===== config.mk =====
export PLATFORM = sky130hd
export DESIGN_NAME = float_normalizer
export DESIGN_NICKNAME = d
export VERILOG_FILES = /design/src/rtl/float_pkg.sv /design/src/rtl/float_round_rne.sv /design/src/rtl/float_normalizer.sv
export SDC_FILE = /design/constraint.sdc
export NUM_CORES = 1
export LEC_CHECK = 0
export BUFFER_PORTS_ARGS = -buffer_cell sky130_fd_sc_hd__buf_2
export CORE_MARGIN = 3
export CORE_UTILIZATION = 53
export DETAILED_ROUTE_END_ITERATION = 8
export PLACE_DENSITY = 0.85
export SKIP_CTS_REPAIR_TIMING = 1
export SLEW_MARGIN = 10
export SYNTH_ARGS = -nofsm -noshare
export SYNTH_HDL_FRONTEND = slang
export SYNTH_SLANG_ARGS = --single-unit

===== constraint.sdc =====
create_clock -name Clk -period 4.5 [get_ports Clk]
set_clock_uncertainty 0.2 [all_clocks]
set_input_delay 0.675 -clock Clk [delete_from_list [all_inputs] [get_ports Clk]]
set_output_delay 0.675 -clock Clk [all_outputs]
set_load 0.005 [all_outputs]

===== src/rtl/float_pkg.sv =====
// Shared float format constants, packed-word field offsets and the normalizer state encoding.
// Used by float_normalizer and the accumulator's adder.
package float_pkg;

  localparam int EXP_W    = 8;
  localparam int MAN_W    = 23;
  localparam int BIAS     = 2 ** (EXP_W - 1) - 1;
  localparam int EXP_ONES = 2 ** EXP_W - 1;

  // Packed word layout: {sign, exp, frac}
  localparam int WORD_W   = 1 + EXP_W + MAN_W;
  localparam int FRAC_LSB = 0;
  localparam int EXP_LSB  = MAN_W;
  localparam int SIGN_BIT = EXP_W + MAN_W;

  typedef enum logic [1:0] {
    ST_IDLE,
    ST_NORM,
    ST_ROUND,
    ST_DONE
  } norm_state_e;

endpackage


===== src/rtl/float_round_rne.sv =====
// Round-to-nearest-even increment of a normalized mantissa given its guard and sticky bits.
// carry is set when the increment overflows past the hidden bit.
module float_round_rne
  import float_pkg::*;
(
  input  logic [MAN_W:0] mant,
  input  logic           guard,
  input  logic           sticky,
  output logic [MAN_W:0] mant_rnd,
  output logic           carry
);

  logic inc;

  assign inc               = guard & (sticky | mant[0]);
  assign {carry, mant_rnd} = {1'b0, mant} + (MAN_W + 2)'(inc);

endmodule


===== src/rtl/float_normalizer.sv =====
// Multi-cycle normalize-round-pack unit: shifts the raw magnitude one bit per clock until the
// hidden bit sits at MAN_W, rounds, and emits {sign, exp, frac}. FLOAT_NORM_ROUND_EN selects RNE.
module float_normalizer
  import float_pkg::*;
#(
  parameter int RAW_W = 48
) (
  input  logic              Clk,
  input  logic              Rst,
  input  logic              in_valid,
  output logic              in_ready,
  input  logic              in_sign,
  input  logic [EXP_W-1:0]  in_exp,
  input  logic [RAW_W-1:0]  in_mant,
  output logic              out_valid,
  input  logic              out_ready,
  output logic [WORD_W-1:0] out_word,
  output logic              out_zero,
  output logic              out_ovf,
  output logic              out_unf
);

  localparam logic [EXP_W-1:0] EXP_MAX = EXP_W'(EXP_ONES);

  norm_state_e       state_q, state_d;
  logic              sign_q, sign_d;
  logic [EXP_W-1:0]  exp_q, exp_d;
  logic [RAW_W-1:0]  mant_q, mant_d;
  logic [WORD_W-1:0] word_q, word_d;
  logic              zero_q, zero_d, ovf_q, ovf_d, unf_q, unf_d;

  logic accept, too_big, shift_right;
  logic guard_q, sticky_q;

  assign accept      = in_valid && (state_q == ST_IDLE);
  assign too_big     = |mant_q[RAW_W-1:MAN_W+1];
  assign shift_right = (state_q == ST_NORM) && (mant_q != '0) && too_big
                       && (exp_q < EXP_MAX - EXP_W'(1));

`ifdef FLOAT_NORM_ROUND_EN
  // Sticky collects every bit that has fallen past the guard position.
  always_ff @(posedge Clk or negedge Rst) begin
    if (!Rst) begin
      guard_q  <= 1'b0;
      sticky_q <= 1'b0;
    end else if (accept) begin
      guard_q  <= 1'b0;
      sticky_q <= 1'b0;
    end else if (shift_right) begin
      guard_q  <= mant_q[0];
      sticky_q <= sticky_q | guard_q;
    end
  end
`else
  assign guard_q  = 1'b0;
  assign sticky_q = 1'b0;
`endif

  logic [MAN_W:0]   mant_rnd;
  logic             carry;
  logic [EXP_W:0]   exp_rnd;

  float_round_rne u_round (
    .mant     (mant_q[MAN_W:0]),
    .guard    (guard_q),
    .sticky   (sticky_q),
    .mant_rnd (mant_rnd),
    .carry    (carry)
  );

  assign exp_rnd = {1'b0, exp_q} + (EXP_W + 1)'(carry);

  // NOTE: every variable assigned here gets its hold value first, so no path can infer a latch.
  always_comb begin
    state_d = state_q;
    sign_d  = sign_q;
    exp_d   = exp_q;
    mant_d  = mant_q;
    word_d  = word_q;
    zero_d  = zero_q;
    ovf_d   = ovf_q;
    unf_d   = unf_q;
    unique case (state_q)
      ST_IDLE: begin
        if (accept) begin
          state_d = ST_NORM;
          sign_d  = in_sign;
          exp_d   = in_exp;
          mant_d  = in_mant;
        end
      end
      ST_NORM: begin
        if (mant_q == '0) begin
          state_d = ST_DONE;
          word_d  = {sign_q, {(EXP_W + MAN_W){1'b0}}};
          {zero_d, ovf_d, unf_d} = 3'b100;
        end else if (too_big) begin
          if (shift_right) begin
            mant_d = mant_q >> 1;
            exp_d  = exp_q + EXP_W'(1);
          end else begin
            state_d = ST_DONE;
            word_d  = {sign_q, EXP_MAX, {MAN_W{1'b0}}};
            {zero_d, ovf_d, unf_d} = 3'b010;
          end
        end else if (!mant_q[MAN_W] && exp_q <= EXP_W'(1)) begin
          state_d = ST_DONE;
          word_d  = {sign_q, {(EXP_W + MAN_W){1'b0}}};
          {zero_d, ovf_d, unf_d} = 3'b001;
        end else if (!mant_q[MAN_W]) begin
          mant_d = mant_q << 1;
          exp_d  = exp_q - EXP_W'(1);
        end else begin
          state_d = ST_ROUND;
        end
      end
      ST_ROUND: begin
        state_d = ST_DONE;
        if (exp_rnd >= (EXP_W + 1)'(EXP_ONES)) begin
          word_d = {sign_q, EXP_MAX, {MAN_W{1'b0}}};
          {zero_d, ovf_d, unf_d} = 3'b010;
        end else begin
          // A rounding carry leaves 1.000..0 after the renormalizing shift.
          word_d = {sign_q, exp_rnd[EXP_W-1:0], carry ? {MAN_W{1'b0}} : mant_rnd[MAN_W-1:0]};
          {zero_d, ovf_d, unf_d} = 3'b000;
        end
      end
      ST_DONE: begin
        if (out_ready) state_d = ST_IDLE;
      end
      default: state_d = ST_IDLE;
    endcase
  end

  // NOTE: sequential state uses non-blocking assignments so all registers update from the same pre-edge values.
  always_ff @(posedge Clk or negedge Rst) begin
    if (!Rst) begin
      state_q <= ST_IDLE;
      sign_q  <= 1'b0;
      exp_q   <= '0;
      mant_q  <= '0;
      word_q  <= '0;
      zero_q  <= 1'b0;
      ovf_q   <= 1'b0;
      unf_q   <= 1'b0;
    end else begin
      state_q <= state_d;
      sign_q  <= sign_d;
      exp_q   <= exp_d;
      mant_q  <= mant_d;
      word_q  <= word_d;
      zero_q  <= zero_d;
      ovf_q   <= ovf_d;
      unf_q   <= unf_d;
    end
  end

  assign in_ready  = (state_q == ST_IDLE);
  assign out_valid = (state_q == ST_DONE);
  assign out_word  = word_q;
  assign out_zero  = zero_q;
  assign out_ovf   = ovf_q;
  assign out_unf   = unf_q;

endmodule


==> metrics.log, run 1 <==
[metrics] metal3 WL: 677 um
[metrics] Synth Net Count: 608
[metrics] number of enable-type register cells in the synthesized netlist: 0
[metrics] final count of hold timing violations: 0
[metrics] Max Buffers Root-to-Sink: 2
[metrics] RSZ-0062 raised after global routing: no
[metrics] min setup slack post-route: 1.37 ns
[metrics] async set-or-reset flop fraction in the synthesized netlist: 100%
[metrics] Sinks on Clock Net: 94
[metrics] synth unique cells: 46
[metrics] clock tree from TritonCTS: built
[metrics] run status: finished, final reports clean
[metrics] height of the die: 105 um
[metrics] initial antenna violation count: 0
[metrics] floorplan core area: 0.00942 mm2
[metrics] Antenna Nets Post-Route: 0
[metrics] area taken by flip-flops and latches: 0.00235 mm2
[metrics] cell type contributing the most total cell area after synthesis: sky130_fd_sc_hd__dfrtp_1
[metrics] area of the die: 0.0111 mm2
[metrics] # H-tree levels: 3
[metrics] post-DR wirelength/cell: 17.4 um
[metrics] Boundary Pins: 98
[metrics] detailed-placement wirelength estimate: 9.10 mm
[metrics] worst endpoint required time: 4.57 ns
[metrics] gate count of the mapped netlist: 540
[metrics] main area contributors after synthesis: sky130_fd_sc_hd__dfrtp_1 (45%), sky130_fd_sc_hd__mux2i_1 (9.7%), sky130_fd_sc_hd__mux2_1 (7.7%)
[metrics] post-route setup TNS: 0 ns
[metrics] worst voltage drop across the vdd grid: 0.369 mV
[metrics] Metal-1 WL: 5.60 mm
[metrics] Avg Vias per Cell: 5.98
[metrics] maximum fanout along the worst path: 77
[metrics] Post-Place Worst Slack: 1.42 ns
[metrics] aggregate global-route resource usage: 23.6%
[metrics] WS Path Type: register to register
[metrics] final RePlAce weighted congestion: 0.924
[metrics] minimum clock period after layout: 3.13 ns
[metrics] Chip Width: 105 um
[metrics] Hold Path Class: primary input to async pin
[metrics] endpoints failing setup: 0
[metrics] number of global-route vias before repair: 4483
[metrics] highest metal layer with signal wires: met4
[metrics] total standard cell area after synthesis: 0.00525 mm2
[metrics] synth cell count leaders: sky130_fd_sc_hd__dfrtp_1 (94), sky130_fd_sc_hd__a21oi_1 (55), sky130_fd_sc_hd__nand2_1 (54)
[metrics] Yosys reg bits: 94
[metrics] arrival time reported for the critical path endpoint: 3.20 ns
[metrics] P per Cell Area: 720 mW/mm2
[metrics] DRC errors left: 0
[metrics] WL met2: 6.53 mm
[metrics] DR vias: 4506
[metrics] number of cells after detailed placement: 738
[metrics] first-pass GRT wire length: 21.8 mm
[metrics] dominant register cell in the synthesized netlist: sky130_fd_sc_hd__dfrtp_1
[metrics] overall power: 4.33 mW
[metrics] sequential-to-total area share from yosys stat: 44.8%
[metrics] pin count of the biggest net entering global routing: 78
[metrics] number of standard cells in the final layout excluding fillers: 753
[metrics] CP Launch Type: register
[metrics] Yosys warning total: 0
[metrics] IO buf count: 97
[metrics] Post-Syn Area per Cell: 9.72 um2
[metrics] area of the multi-input gates: 0.00259 mm2
[metrics] total count of max-transition violations in the final report: 0
[metrics] root buffer selected by CTS: sky130_fd_sc_hd__clkbuf_8
[metrics] gr ovfl total: 0
[metrics] fill count: 803
[metrics] highest clock frequency the design can meet: 319 MHz
[metrics] Yosys top cell area share: 44.8%
[metrics] 1st-pass router iterations: 5
[metrics] share of final-layout standard cells stronger than drive strength 1: 21.8%
[metrics] CTS buffer count: 9
[metrics] slew at the pin closest to its max-slew limit: 0.926 ns
[metrics] Slew headroom: 38.2%
[metrics] most repeated cell in the gate-level netlist after synthesis: sky130_fd_sc_hd__dfrtp_1
[metrics] MaxCap Viol Count: 0
[metrics] antenna cells: 0
[metrics] fraction of the cycle the final worst path needs: 69.6%
[metrics] number of design-rule violations left by the first detailed-router iteration: 355
[metrics] LEAKAGE: 2.65 nW
[metrics] crit path capture type: register
[metrics] starting density of the core: 55.7%
[metrics] Final Routed Wirelength: 13.1 mm
[metrics] clock transition at the registers of the reported paths: 0.09 ns
[metrics] Placement Rows: 35
[metrics] final net count: 688
[metrics] P&R area growth vs syn: 14.7%
[metrics] clock latency on the worst-skew pair: 0.37 ns
==> cell families after synthesis <==
| group | count (synthesis) | share of synthesized area [%] |
|---|---|---|
| xor+xnor | 1 | 0.167 |
| compound gates | 119 | 14.3 |
| simple gates | 155 | 14.9 |
| buf+inv | 76 | 6.39 |
| mux | 88 | 17.7 |
| fa+ha+maj | 7 | 1.67 |
| flops | 94 | 44.8 |
==> worst paths after layout <==
check,start,end,slack [ns],cells past startpoint
min in group Clk,out_ovf$_DFFE_PN0P_,out_ovf$_DFFE_PN0P_,0.29,1
min reg2reg,out_ovf$_DFFE_PN0P_,out_ovf$_DFFE_PN0P_,0.29,1
max,state_q[1]$_DFFE_PN0P_,exp_q[6]$_DFFE_PN0P_,1.37,8
max reg2reg,state_q[1]$_DFFE_PN0P_,exp_q[6]$_DFFE_PN0P_,1.37,8
max in group asynchronous,Rst,mant_q[22]$_DFFE_PN0P_,2.99,2
min,Rst,out_word[18]$_DFFE_PN0P_,0.19,1
==> through the flow <==
| stage | hold WS, ns | cell area, um2 | util (%) |
|---|---|---|---|
| 2_1_floorplan | 0.179 | 5250 | - |
| 3_3_place_gp | 0.264 | 5810 | 61.7 |
| 3_5_place_dp | 0.274 | 5810 | 61.7 |
| 4_1_cts | 0.223 | 6020 | 63.9 |
| 5_1_grt | 0.259 | 6020 | 63.9 |
| 6_report | 0.189 | 6020 | 63.9 |
==> report_power, final <==
part	leakage [nW]	total [mW]	internal (mW)	switching (mW)
registers	1.09	1.60	1.21	0.384
logic	1.45	2.14	0.946	1.20
clock network	0.102	0.588	0.287	0.301
total	2.65	4.33	2.45	1.88
==> area by class of cell <==
| type | count | share of cell area, % |
|---|---|---|
| tap | 129 | 2.68 |
| timing repair buffer | 106 | 9.23 |
| clock buffer | 11 | 2.52 |
| sequential | 94 | 39.1 |
| multi-input combinational | 370 | 43.1 |
| clock inverter | 4 | 0.915 |
| inverter | 39 | 2.43 |
==> registers in the layout, summed over array words and instances, names as in the netlist <==
signal    count
out_zero      1
out_ovf       1
state_q       2
exp_q         8
out_unf       1
sign_q        1
out_word     32
mant_q       48
==> critical path, stage by stage, from the launching register on <==
cell and delay (ns):
sky130_fd_sc_hd__dfrtp_1 0.44, sky130_fd_sc_hd__inv_1 0.13, sky130_fd_sc_hd__ha_4 0.17, sky130_fd_sc_hd__buf_4 0.70
sky130_fd_sc_hd__inv_1 0.50, sky130_fd_sc_hd__nand3_1 0.40, sky130_fd_sc_hd__nor2_1 0.07, sky130_fd_sc_hd__a31o_2 0.22
sky130_fd_sc_hd__a211oi_1 0.18
==> per-layer routing <==
metal | up-vias | GRT usage [%]
met5 | - | 0
met4 | 0 | 8.51
met3 | 29 | 2.94
met2 | 189 | 39.9
met1 | 2211 | 31.3
li1 | 2077 | -
==> cell usage in the layout, fill, tap and decap left out, drive strengths merged, types with 2 or more instances in the layout <==
cell and count:
buf 106, dfrtp 94, a21oi 55, nand2 54
mux2i 51, nor2 41, inv 40, mux2 37
a31oi 23, nand3b 22, nor4 12, clkbuf 11
o21ai 10, ha 7, nand4 6, nor3 5
nand3 4, o32a 4, a211oi 4, a31o 4
o211a 3, and2 3, a21boi 3, and4 2
nand2b 2, and3 2, o2bb2ai 2, a2111oi 2
nor4b 2
(Power assumes the default switching activity.)
==> run 2: changes to the inputs <==
Settings changed: CORE_UTILIZATION 53 to 51.
Clock period 4.5 ns to 2.8 ns, I/O delays scaled along.
==> metrics.log, run 2 (synthesis results as in run 1) <==
[metrics] run status: finished, final reports clean
[metrics] design internal power: 4.15 mW (+70%)
[metrics] Antenna Nets Post-Route: 0 (unchanged)
[metrics] antenna cells: 0 (unchanged)
[metrics] Finished Core Util: 62.4% (-1.5 points)
[metrics] capture point of the critical path: out_word[26]$_DFFE_PN0P_
[metrics] share of final-layout standard cells stronger than drive strength 1: 23.7% (+1.9 points)
[metrics] 1st-pass router iterations: 5 (unchanged)
[metrics] P&R area growth vs syn: 17.9%
[metrics] clock latency on the worst-skew pair: 0.37 ns (about the same)
[metrics] MaxCap Viol Count: 0 (unchanged)
[metrics] CP Launch Type: register
[metrics] P per Cell Area: 1170 mW/mm2 (+62%)
[metrics] finished layout cell area: 0.00618 mm2 (+2.8%)
[metrics] instance count on the critical path: 7 (-1)
[metrics] total count of max-transition violations in the final report: 0 (unchanged)
[metrics] Reg2Reg Setup Slack: 0.18 ns (-1.19 ns)
[metrics] Hold Path Class: primary input to register
[metrics] DR vias: 4461 (-1.0%)
[metrics] pin count of the biggest net entering global routing: 55 (-29%)
[metrics] area of placed instances: 0.00595 mm2 (+2.5%)
[metrics] area of the die: 0.0115 mm2 (+3.7%)
[metrics] min setup slack post-route: 0.176 ns (-1.19 ns)
[metrics] most frequent cells in the layout: sky130_fd_sc_hd__buf_2 (96), sky130_fd_sc_hd__dfrtp_1 (94), sky130_fd_sc_hd__a21oi_1 (55), sky130_fd_sc_hd__nand2_1 (54), sky130_fd_sc_hd__mux2i_1 (51)
[metrics] clock transition at the registers of the reported paths: 0.09 ns (about the same)
[metrics] register share of total power: 34.5% (-2.4 points)
[metrics] Critical Path Start: mant_q[36]$_DFFE_PN0P_
[metrics] Placement Rows: 36 (+2.9%)
[metrics] detailed-placement wirelength estimate: 9.55 mm (+4.9%)
[metrics] number of design-rule violations left by the first detailed-router iteration: 348 (-2.0%)
[metrics] starting density of the core: 52.9% (-2.8 points)
[metrics] post-route setup TNS: 0 ns (unchanged)
[metrics] terminus of the critical flop-to-flop path: out_word[26]$_DFFE_PN0P_
[metrics] Reg2Reg Depth: 7 (-1)
[metrics] overall power: 7.21 mW (+67%)
[metrics] aggregate global-route resource usage: 23.9% (+0.31 points)
[metrics] first-pass GRT wire length: 22.2 mm (+2.0%)
[metrics] most common cell after layout, fill and taps aside: sky130_fd_sc_hd__buf_2
[metrics] arrival time reported for the critical path endpoint: 2.66 ns (-0.54 ns)
[metrics] minimum clock period after layout: 2.62 ns (-0.511 ns)
[metrics] highest clock frequency the design can meet: 381 MHz (+19%)
[metrics] Sinks on Clock Net: 94 (unchanged)
[metrics] number of cells after detailed placement: 757 (+2.6%)
[metrics] RSZ-0062 raised after global routing: no
[metrics] Chip Width: 107 um (+1.8%)
[metrics] Max Buffers Root-to-Sink: 2 (unchanged)
[metrics] DRC errors left: 0 (unchanged)
[metrics] hold path startpoint: in_mant[47]
[metrics] Critical Path, Cell by Cell: nor4_2, and4_1, nand2_1, buf_4, nor2_1, a21oi_1, mux2_1
[metrics] worst voltage drop across the vdd grid: 0.496 mV (+34%)
[metrics] IO buf count: 97 (unchanged)
[metrics] Avg Vias per Cell: 5.76 (-3.7%)
[metrics] crit path capture type: register
[metrics] switching pwr: 3.06 mW (+62%)
[metrics] crit-path max cell delay: 0.42 ns (-0.28 ns)
[metrics] portion of total power attributed to combinational logic: 52.0% (+2.5 points)
[metrics] gr ovfl total: 0 (unchanged)
[metrics] root buffer selected by CTS: sky130_fd_sc_hd__clkbuf_8
[metrics] WS Path Type: register to register
[metrics] Slew headroom: 51.6% (+13 points)
[metrics] number of standard cells in the final layout excluding fillers: 774 (+2.8%)
[metrics] worst endpoint required time: 2.84 ns (-1.73 ns)
[metrics] hold slack: 0.0930 ns (-0.0960 ns)
[metrics] CTS buffer count: 9 (unchanged)
[metrics] LEAKAGE: 2.74 nW (+3.3%)
[metrics] floorplan core area: 0.00991 mm2 (+5.2%)
[metrics] count of buffering cells on the critical path with inverters included: 1 (-2)
[metrics] final RePlAce weighted congestion: 0.941 (+1.8%)
[metrics] switch share: 42.4% (-1.1 points)
[metrics] height of the die: 107 um (+1.8%)
[metrics] post-DR wirelength/cell: 17.2 um (-0.99%)
[metrics] clock network fraction of total power: 13.5% (about the same)
[metrics] # H-tree levels: 3 (unchanged)
[metrics] endpoints failing setup: 0 (unchanged)
[metrics] Boundary Pins: 98 (unchanged)
[metrics] slew at the pin closest to its max-slew limit: 0.727 ns (-0.200 ns)
[metrics] final net count: 704 (+2.3%)
[metrics] Final Routed Wirelength: 13.3 mm (+1.8%)
[metrics] Post-Place Worst Slack: 0.190 ns (-1.23 ns)
[metrics] initial antenna violation count: 0 (unchanged)
[metrics] final count of hold timing violations: 0 (unchanged)
[metrics] max FFs per register: 48 (unchanged)
[metrics] startpoint of the most critical register-to-register path: mant_q[36]$_DFFE_PN0P_
[metrics] fraction of the cycle the final worst path needs: 93.7% (+24 points)
[metrics] maximum fanout along the worst path: 29 (-62%)
[metrics] number of global-route vias before repair: 4588 (+2.3%)
[metrics] clock tree from TritonCTS: built
[metrics] fill count: 866 (+7.8%)
[metrics] slowest CP cell: sky130_fd_sc_hd__dfrtp_1
[metrics] Top reg by flops: mant_q
[metrics] kind of cell adding the most delay to the critical path: simple AND/OR/NAND/NOR gates
-- run 2: changes by cell type in the layout (fill, tap and decap cells not counted) --
| cell | delta |
|---|---|
| sky130_fd_sc_hd__dlygate4sd3_1 | +1 |
| sky130_fd_sc_hd__buf_4 | +12 |
| sky130_fd_sc_hd__inv_6 | -1 |
| sky130_fd_sc_hd__ha_2 | +1 |
| sky130_fd_sc_hd__clkinvlp_4 | +1 |
| sky130_fd_sc_hd__buf_12 | +3 |
| sky130_fd_sc_hd__clkbuf_8 | +1 |
| sky130_fd_sc_hd__ha_4 | -1 |
-- run 2: worst min-delay path by stage --
stage | depth (start not counted) | slack, ns | endpoint
after floorplan | 0 | -0.08 | exp_q[0]$_DFFE_PN0P_
after global placement | 1 | 0.27 | out_word[29]$_DFFE_PN0P_
after detailed placement | 1 | 0.28 | out_word[29]$_DFFE_PN0P_
after CTS | 1 | -0.08 | out_word[19]$_DFFE_PN0P_
after global routing | 2 | 0.09 | mant_q[47]$_DFFE_PN0P_
final | 2 | 0.09 | mant_q[47]$_DFFE_PN0P_
-- run 2: cell type report --
| cell class | instances | area [um2] | share of cell area (%) |
|---|---|---|---|
| flip-flops and latches | 94 | 2350 | 38.0 |
| well taps | 133 | 166 | 2.69 |
| repair buffers | 122 | 716 | 11.6 |
| inverters | 39 | 146 | 2.37 |
| clock inverters | 4 | 53.8 | 0.870 |
| clock buffers | 12 | 165 | 2.67 |
| multi-input cells | 370 | 2580 | 41.8 |
-- run 2: per-layer routing --
layer	share of wire (%)	vias to the layer above	global-route usage [%]
met4	2.1	0	8.30
met3	6.7	24	4.32
met1	42	2174	30.7
met2	50	154	40.8
li1	-	2109	-
met5	0	-	0
-- run 2: power groups by stage --
stage | combinational, mW | sequential, mW | clock, mW
after global routing | 4.16 | 2.57 | 1.05
final | 3.75 | 2.49 | 0.973
after CTS | 3.77 | 2.49 | 0.992
after floorplan | 2.76 | 2.39 | 0
after detailed placement | 3.77 | 2.51 | 0
after global placement | 3.61 | 2.47 | 0
